File: config.mk
export PLATFORM = sky130hd
export DESIGN_NAME = inst_queue_flat
export DESIGN_NICKNAME = d
export VERILOG_FILES = /design/src/rtl/inst_queue_if.sv /design/src/rtl/inst_queue.sv /design/src/flat_wrapper.sv
export SDC_FILE = /design/constraint.sdc
export NUM_CORES = 1
export LEC_CHECK = 0
export BUFFER_PORTS_ARGS = -buffer_cell sky130_fd_sc_hd__buf_2
export CORE_MARGIN = 2
export CORE_UTILIZATION = 45
export CTS_BUF_LIST = sky130_fd_sc_hd__clkbuf_8 sky130_fd_sc_hd__clkbuf_16
export DETAILED_ROUTE_END_ITERATION = 8
export PLACE_DENSITY_LB_ADDON = 0.25
export SETUP_SLACK_MARGIN = 0.1
export SYNTH_ARGS = -nofsm -noshare
export SYNTH_HDL_FRONTEND = slang
export SYNTH_SLANG_ARGS = --single-unit
export TNS_END_PERCENT = 5
File: constraint.sdc
create_clock -name clk_i -period 3.72 [get_ports clk_i]
set_clock_uncertainty 0.1 [all_clocks]
set_input_delay 0 -clock clk_i [delete_from_list [all_inputs] [get_ports clk_i]]
set_output_delay 0 -clock clk_i [all_outputs]
set_load 0.05 [all_outputs]
File: src/rtl/inst_queue_if.sv
// Fetch/decode handshake bundle for inst_queue.
// slave  : the queue side (consumes fetch offers, drives decode head).
// master : the environment side (fetch stage and decode control).
interface inst_queue_if #(
    parameter int DEPTH    = 4,
    parameter int INSN_LEN = 32,
    parameter int ADDR_LEN = 32
);
    localparam int CNT_W = $clog2(DEPTH + 1);

    // fetch side
    logic                fetch_valid_i;
    logic [INSN_LEN-1:0] fetch_inst_i;
    logic [ADDR_LEN-1:0] fetch_pc_i;
    logic                fetch_ready_o;

    // decode side
    logic [INSN_LEN-1:0] inst1_o;
    logic [ADDR_LEN-1:0] pc1_o;
    logic                inv1_o;
    logic                stall_DP_i;
    logic                kill_ID_i;

    // occupancy
    logic [CNT_W-1:0]    count_o;

    modport slave (
        input  fetch_valid_i,
        input  fetch_inst_i,
        input  fetch_pc_i,
        output fetch_ready_o,
        output inst1_o,
        output pc1_o,
        output inv1_o,
        input  stall_DP_i,
        input  kill_ID_i,
        output count_o
    );

    modport master (
        output fetch_valid_i,
        output fetch_inst_i,
        output fetch_pc_i,
        input  fetch_ready_o,
        input  inst1_o,
        input  pc1_o,
        input  inv1_o,
        output stall_DP_i,
        output kill_ID_i,
        input  count_o
    );
endinterface

File: src/rtl/inst_queue.sv
// Instruction queue between fetch and decode.
// Circular buffer of DEPTH {inst, pc} entries; the oldest entry is presented
// combinationally to the decode latch, with inv1_o flagging "no instruction"
// (NOP, pc 0). kill_ID_i flushes everything and blocks the offer that cycle.
// Optional macro IQ_BYPASS_EN: when the queue is empty, a fetch offer is shown
// on the decode outputs in the same cycle and, if the decoder takes it, it is
// never written into storage.
module inst_queue #(
    parameter int DEPTH    = 4,
    parameter int INSN_LEN = 32,
    parameter int ADDR_LEN = 32
) (
    input logic          clk_i,
    input logic          reset_i,
    inst_queue_if.slave  iq
);
    localparam int PTR_W = $clog2(DEPTH);
    localparam int CNT_W = $clog2(DEPTH + 1);

    localparam logic [INSN_LEN-1:0] NOP_INSN   = INSN_LEN'(32'h0000_0013);
    localparam logic [CNT_W-1:0]    FULL_COUNT = CNT_W'(DEPTH);
    localparam logic [PTR_W-1:0]    PTR_ONE    = PTR_W'(1);
    localparam logic [CNT_W-1:0]    CNT_ONE    = CNT_W'(1);

    // storage (not reset; validity is tracked by count)
    logic [INSN_LEN-1:0] inst_mem [DEPTH];
    logic [ADDR_LEN-1:0] pc_mem   [DEPTH];

    // pointers and occupancy
    logic [PTR_W-1:0] head;
    logic [PTR_W-1:0] tail;
    logic [CNT_W-1:0] count;
    logic [PTR_W-1:0] head_next;
    logic [PTR_W-1:0] tail_next;
    logic [CNT_W-1:0] count_next;

    // handshake terms
    logic full;
    logic empty;
    logic ready;
    logic push;
    logic pop;
    logic mem_write;
    logic mem_read;

    // head presentation
    logic [INSN_LEN-1:0] head_inst;
    logic [ADDR_LEN-1:0] head_pc;
    logic                head_inv;

    assign full  = (count == FULL_COUNT);
    assign empty = (count == '0);

    // Readiness depends only on registered occupancy and kill, never on stall,
    // so the fetch stage sees no combinational path from dispatch.
    assign ready = reset_i & ~full & ~iq.kill_ID_i;
    assign push  = iq.fetch_valid_i & ready;

`ifdef IQ_BYPASS_EN
    logic bypass_hit;

    // An offer may be shown directly only when nothing older is waiting.
    assign bypass_hit = reset_i & empty & iq.fetch_valid_i & ~iq.kill_ID_i;
`endif

    // Select what the decoder sees: head entry, bypassed offer, or a NOP.
    always_comb begin
        head_inst = NOP_INSN;
        head_pc   = '0;
        head_inv  = 1'b1;
        if (!empty) begin
            head_inst = inst_mem[head];
            head_pc   = pc_mem[head];
            head_inv  = 1'b0;
        end
`ifdef IQ_BYPASS_EN
        else if (bypass_hit) begin
            head_inst = iq.fetch_inst_i;
            head_pc   = iq.fetch_pc_i;
            head_inv  = 1'b0;
        end
`endif
    end

    // The decoder consumes whatever valid head it sees unless stalled or killed.
    assign pop = ~head_inv & ~iq.stall_DP_i & ~iq.kill_ID_i;

    // A bypassed instruction that is consumed immediately never touches storage.
`ifdef IQ_BYPASS_EN
    assign mem_write = push & ~(bypass_hit & pop);
`else
    assign mem_write = push;
`endif
    assign mem_read = pop & ~empty;

    // Next pointer/occupancy values; a kill resets everything and wins over push/pop.
    always_comb begin
        head_next  = head;
        tail_next  = tail;
        count_next = count;
        if (iq.kill_ID_i) begin
            head_next  = '0;
            tail_next  = '0;
            count_next = '0;
        end else begin
            if (mem_write) begin
                tail_next = tail + PTR_ONE;
            end
            if (mem_read) begin
                head_next = head + PTR_ONE;
            end
            case ({mem_write, mem_read})
                2'b10:   count_next = count + CNT_ONE;
                2'b01:   count_next = count - CNT_ONE;
                default: count_next = count;
            endcase
        end
    end

    // Pointer and occupancy registers with synchronous active-low reset.
    always_ff @(posedge clk_i) begin
        if (!reset_i) begin
            head  <= '0;
            tail  <= '0;
            count <= '0;
        end else begin
            head  <= head_next;
            tail  <= tail_next;
            count <= count_next;
        end
    end

    // Write the accepted instruction into the slot at the tail.
    always_ff @(posedge clk_i) begin
        if (mem_write) begin
            inst_mem[tail] <= iq.fetch_inst_i;
            pc_mem[tail]   <= iq.fetch_pc_i;
        end
    end

    assign iq.fetch_ready_o = ready;
    assign iq.inst1_o       = head_inst;
    assign iq.pc1_o         = head_pc;
    assign iq.inv1_o        = head_inv;
    assign iq.count_o       = count;

    // Occupancy can never exceed the number of slots.
    a_count_bound: assert property (@(posedge clk_i) disable iff (!reset_i)
        count <= FULL_COUNT);

    // Tail always sits count slots after the head (modulo DEPTH).
    a_ptr_consistent: assert property (@(posedge clk_i) disable iff (!reset_i)
        tail == head + PTR_W'(count));

    // A kill leaves the queue empty on the following cycle.
    a_kill_empties: assert property (@(posedge clk_i) disable iff (!reset_i)
        iq.kill_ID_i |=> (count == '0));

    // A stalled, valid head is not consumed and stays put.
    a_stall_holds: assert property (@(posedge clk_i) disable iff (!reset_i)
        (iq.stall_DP_i && !iq.kill_ID_i && !empty) |=> $stable(head));
endmodule

File: src/flat_wrapper.sv
// flat-port wrapper written by rule: the top's interface ports become plain ports
module inst_queue_flat 
#(
    parameter int DEPTH    = 4,
    parameter int INSN_LEN = 32,
    parameter int ADDR_LEN = 32
)
  (clk_i, reset_i, iq_fetch_valid_i, iq_fetch_inst_i, iq_fetch_pc_i, iq_fetch_ready_o, iq_inst1_o, iq_pc1_o, iq_inv1_o, iq_stall_DP_i, iq_kill_ID_i, iq_count_o);
  inst_queue_if #(.DEPTH(DEPTH), .INSN_LEN(INSN_LEN), .ADDR_LEN(ADDR_LEN)) iq_i ();
  input logic clk_i;
  input logic reset_i;
  input wire logic [$bits(iq_i.fetch_valid_i)-1:0] iq_fetch_valid_i;
  input wire logic [$bits(iq_i.fetch_inst_i)-1:0] iq_fetch_inst_i;
  input wire logic [$bits(iq_i.fetch_pc_i)-1:0] iq_fetch_pc_i;
  output wire logic [$bits(iq_i.fetch_ready_o)-1:0] iq_fetch_ready_o;
  output wire logic [$bits(iq_i.inst1_o)-1:0] iq_inst1_o;
  output wire logic [$bits(iq_i.pc1_o)-1:0] iq_pc1_o;
  output wire logic [$bits(iq_i.inv1_o)-1:0] iq_inv1_o;
  input wire logic [$bits(iq_i.stall_DP_i)-1:0] iq_stall_DP_i;
  input wire logic [$bits(iq_i.kill_ID_i)-1:0] iq_kill_ID_i;
  output wire logic [$bits(iq_i.count_o)-1:0] iq_count_o;
  assign iq_i.fetch_valid_i = iq_fetch_valid_i;
  assign iq_i.fetch_inst_i = iq_fetch_inst_i;
  assign iq_i.fetch_pc_i = iq_fetch_pc_i;
  assign iq_fetch_ready_o = iq_i.fetch_ready_o;
  assign iq_inst1_o = iq_i.inst1_o;
  assign iq_pc1_o = iq_i.pc1_o;
  assign iq_inv1_o = iq_i.inv1_o;
  assign iq_i.stall_DP_i = iq_stall_DP_i;
  assign iq_i.kill_ID_i = iq_kill_ID_i;
  assign iq_count_o = iq_i.count_o;
  inst_queue #(.DEPTH(DEPTH), .INSN_LEN(INSN_LEN), .ADDR_LEN(ADDR_LEN)) u_core (.clk_i(clk_i), .reset_i(reset_i), .iq(iq_i));
endmodule
==> results.yml <==
critical_path:
  cp-start-kind: "register"
  criticalPathCategory: "register to primary output"
  critPathArrivalTime_ns: 2.72
  worst-path-max-fanout: 38
  worst-endpoint-required_ns: 3.62
  worstSetupEndpointType: "primary output"
  setup.reg_to_reg.worst_slack_ns: 1.26
hold_path:
  hold_path_class: "input pin to register"
floorplan:
  die_height_um: 154
  fp-row-count: 55
  pin_count: 138
  core_region_area_um2: 22400
  fp.dieW_um: 154
  area_enclosed_by_the_die_boundary_um2: 23800
  start_util_pct: 45.3
global_route:
  grt_first_pass_wirelength_um: 30200
  gr-total-overflow: 0
  grt_max_degree: 70
  grt_usage_pct: 16.6
  number_of_global_route_vias_before_repair: 5634
  grt_antenna_before_repair: 2
cts:
  cts_made_buffers: 26
  post_cts_resize_count: 0
  tritoncts: "built"
  hold_fix_buffers_cts: 71
  clk_latency_ns: 0.52
  ctsHtreeMaxLevel: 1
  clk_transition_reported_paths_ns: 0.06
  clk_root_buffer_cell: "sky130_fd_sc_hd__clkbuf_16"
  clkSinkCount: 265
  clock_path_buffers: 3
  post-cts-setup-buffers: 0
pwr:
  combinational_cell_fraction_of_total_power_pct: 4.3
  switchingPower_mw: 1.20
  power.ir.vdd_worst_uv: 391
  power_leakage_nw: 4.32
  clkPwrFrac_pct: 42.2
  intPower_mw: 5.00
  power.share.switching_pct: 19.4
  power.density_cell_area_nw_per_um2: 489
  power.share.sequential_pct: 53.4
final_layout:
  area_delta_synth_final_pct: 24.8
  final_layout_size_suffix_gt1_share_pct: 35.4
  final_core_util_pct: 56.6
  nNetsFinal: 751
  number_of_inserted_filler_cells_in_the_final_layout: 1690
route:
  detail_route.first_pass.iterations: 4
  vias: 5106
  drc_errors: 0
  detail_route.wirelength_um: 19500
  wl_per_cell_um: 19.9
  dr_iter_0_viols: 290
  routed_via_density: 5.20
  antenna_left: 0
sta:
  setup_total_negative_slack_ns: 0
  finalCriticalPeriod_ns: 2.82
  slew-limit-headroom_pct: 32.2
  timing_max_transition_violations_final: 0
  layout_worst_path_cycle_share_pct: 75.9
  fin_hold_ws_ns: 0.136
  finalSetupViolations: 0
  unrepaired_setup_endpoints_after_global_routing: "false"
  max_clock_freq_mhz: 354
  hold_violations: 0
  worst-slew-pin-transition_ns: 1.02
synth:
  netlist_instances: 459
  synthDominantCellAreaShare_pct: 75.6
  mappedNetlistArea_um2: 10200
  synth_fp_nets: 534
  yosysWarningCount: 0
  distinct_cell_type_count_after_synthesis: 29
  synth.ff_latch_count: 265
  synth_largest_area_cell: "sky130_fd_sc_hd__edfxtp_1"
  avg_cell_area_syn_um2: 22.2
  netlist_top_cells_area: "sky130_fd_sc_hd__edfxtp_1, sky130_fd_sc_hd__mux4_2, sky130_fd_sc_hd__nor2b_1, sky130_fd_sc_hd__dfxtp_1, sky130_fd_sc_hd__buf_6"
  synth-seq-area-share_pct: 77.4
status:
  status: "finished, final reports clean"
placement:
  dp_hpwl_um: 10600
  place_congestion: 0.733
  numPortBuffers: 137
flow_run:
  maxCapViolations: 0
[cell families after synthesis]
group | count (synthesis) | synth area share (%)
DFF | 265 | 77.4
and+or+nand+nor | 85 | 5.17
muxes | 66 | 14.4
buffers and inverters | 28 | 1.72
AOI/OAI and AO/OA | 7 | 0.369
adders and majority gates | 6 | 0.812
xor gates and xnor gates | 2 | 0.172
[stage by stage]
| step | instances | power (mW) | area [um^2] | setup slack (ns) |
|---|---|---|---|---|
| global route | 982 | 6.38 | 12700 | 0.683 |
| finish | 982 | 6.20 | 12700 | 0.898 |
| CTS | 980 | 6.25 | 12700 | 0.787 |
| detailed placement | 862 | 3.59 | 11100 | 1.23 |
| floorplan | 459 | 3.49 | 10200 | 0.415 |
| global placement | 862 | 3.58 | 11100 | 1.34 |
[path summary, 6_finish.rpt]
check	from	cells after the start	end
max	register	4	iq_inst1_o[11]
min	iq_fetch_inst_i[24]	2	u_core.inst_mem[3][24]
max reg2reg	u_core.iq.count_o[0]	3	u_core.pc_mem[2][13]
min reg2reg	u_core.head[1]	2	register
[flip-flops by register name, summed over array words and instances, names as in the netlist, named ones only]
name	cells
u_core.pc_mem	128
u_core.iq.count_o	3
u_core.tail	2
u_core.inst_mem	128
u_core.head	2
[Yosys cell counts]
library cell,number
sky130_fd_sc_hd__buf_6,7
sky130_fd_sc_hd__ha_1,5
sky130_fd_sc_hd__o211ai_1,1
sky130_fd_sc_hd__inv_1,6
sky130_fd_sc_hd__o21ai_0,2
sky130_fd_sc_hd__edfxtp_1,256
sky130_fd_sc_hd__and2_1,4
sky130_fd_sc_hd__clkbuf_1,5
sky130_fd_sc_hd__mux2_2,1
sky130_fd_sc_hd__nor3_1,1
sky130_fd_sc_hd__nor2b_1,62
sky130_fd_sc_hd__nor2_1,5
sky130_fd_sc_hd__buf_4,2
sky130_fd_sc_hd__or2_1,3
sky130_fd_sc_hd__fa_1,1
sky130_fd_sc_hd__xor2_1,2
sky130_fd_sc_hd__buf_2,7
sky130_fd_sc_hd__a21oi_1,4
sky130_fd_sc_hd__or4_1,1
sky130_fd_sc_hd__nor3_2,1
sky130_fd_sc_hd__dfxtp_1,9
sky130_fd_sc_hd__nor3b_1,1
sky130_fd_sc_hd__or3_1,2
sky130_fd_sc_hd__nor3b_2,1
sky130_fd_sc_hd__mux4_2,64
sky130_fd_sc_hd__clkbuf_2,1
sky130_fd_sc_hd__nand2_1,2
sky130_fd_sc_hd__mux2i_1,1
sky130_fd_sc_hd__nand2b_1,2
[worst max-delay path, cell delays in order, from the launching register on]
cell,delay [ns]
sky130_fd_sc_hd__dfxtp_4,0.87
sky130_fd_sc_hd__buf_4,0.38
sky130_fd_sc_hd__mux4_2,0.53
sky130_fd_sc_hd__nor2b_1,0.16
sky130_fd_sc_hd__buf_2,0.26
[per-layer routing]
metal	GRT usage [%]	wire length, um	vias up
li1	-	-	2289
met1	21.1	8250	2643
met4	3.70	344	0
met2	29.7	9880	147
met5	0	0	-
met3	3.19	1040	27
[cells in the final DEF, fill, tap and decap left out, types with 3 or more instances in the layout]
master                          Yosys  final
sky130_fd_sc_hd__a21oi_1            4      4
sky130_fd_sc_hd__nor2b_1           62     62
sky130_fd_sc_hd__buf_2              7    137
sky130_fd_sc_hd__bufinv_16          0      4
sky130_fd_sc_hd__inv_1              6     11
sky130_fd_sc_hd__nor2_1             5      5
sky130_fd_sc_hd__or2_1              3      3
sky130_fd_sc_hd__mux4_2            64     64
sky130_fd_sc_hd__ha_1               5      5
sky130_fd_sc_hd__dfxtp_1            9      7
sky130_fd_sc_hd__and2_4             0      4
sky130_fd_sc_hd__clkbuf_16          0     27
sky130_fd_sc_hd__clkinv_1           0      9
sky130_fd_sc_hd__dlygate4sd3_1      0     71
sky130_fd_sc_hd__edfxtp_1         256    256
[power groups by stage]
stage / Combinational, mW / Sequential [mW] / Clock, mW
2_1_floorplan: 0.115 / 3.38 / 0
3_3_place_gp: 0.202 / 3.38 / 0
3_5_place_dp: 0.210 / 3.38 / 0
4_1_cts: 0.270 / 3.32 / 2.67
5_1_grt: 0.289 / 3.32 / 2.77
6_report: 0.268 / 3.32 / 2.62
[cell type report]
class	count	area (um^2)	area share, %
clock inverters	20	183	1.44
inverters	6	22.5	0.177
clock buffers	27	676	5.32
well taps	285	357	2.81
repair buffers	211	1430	11.3
flip-flops and latches	265	7880	62.1
diodes	2	5.00	0.0394
multi-input cells	166	2140	16.9
No activity file was read; power rests on OpenSTA's default activity.
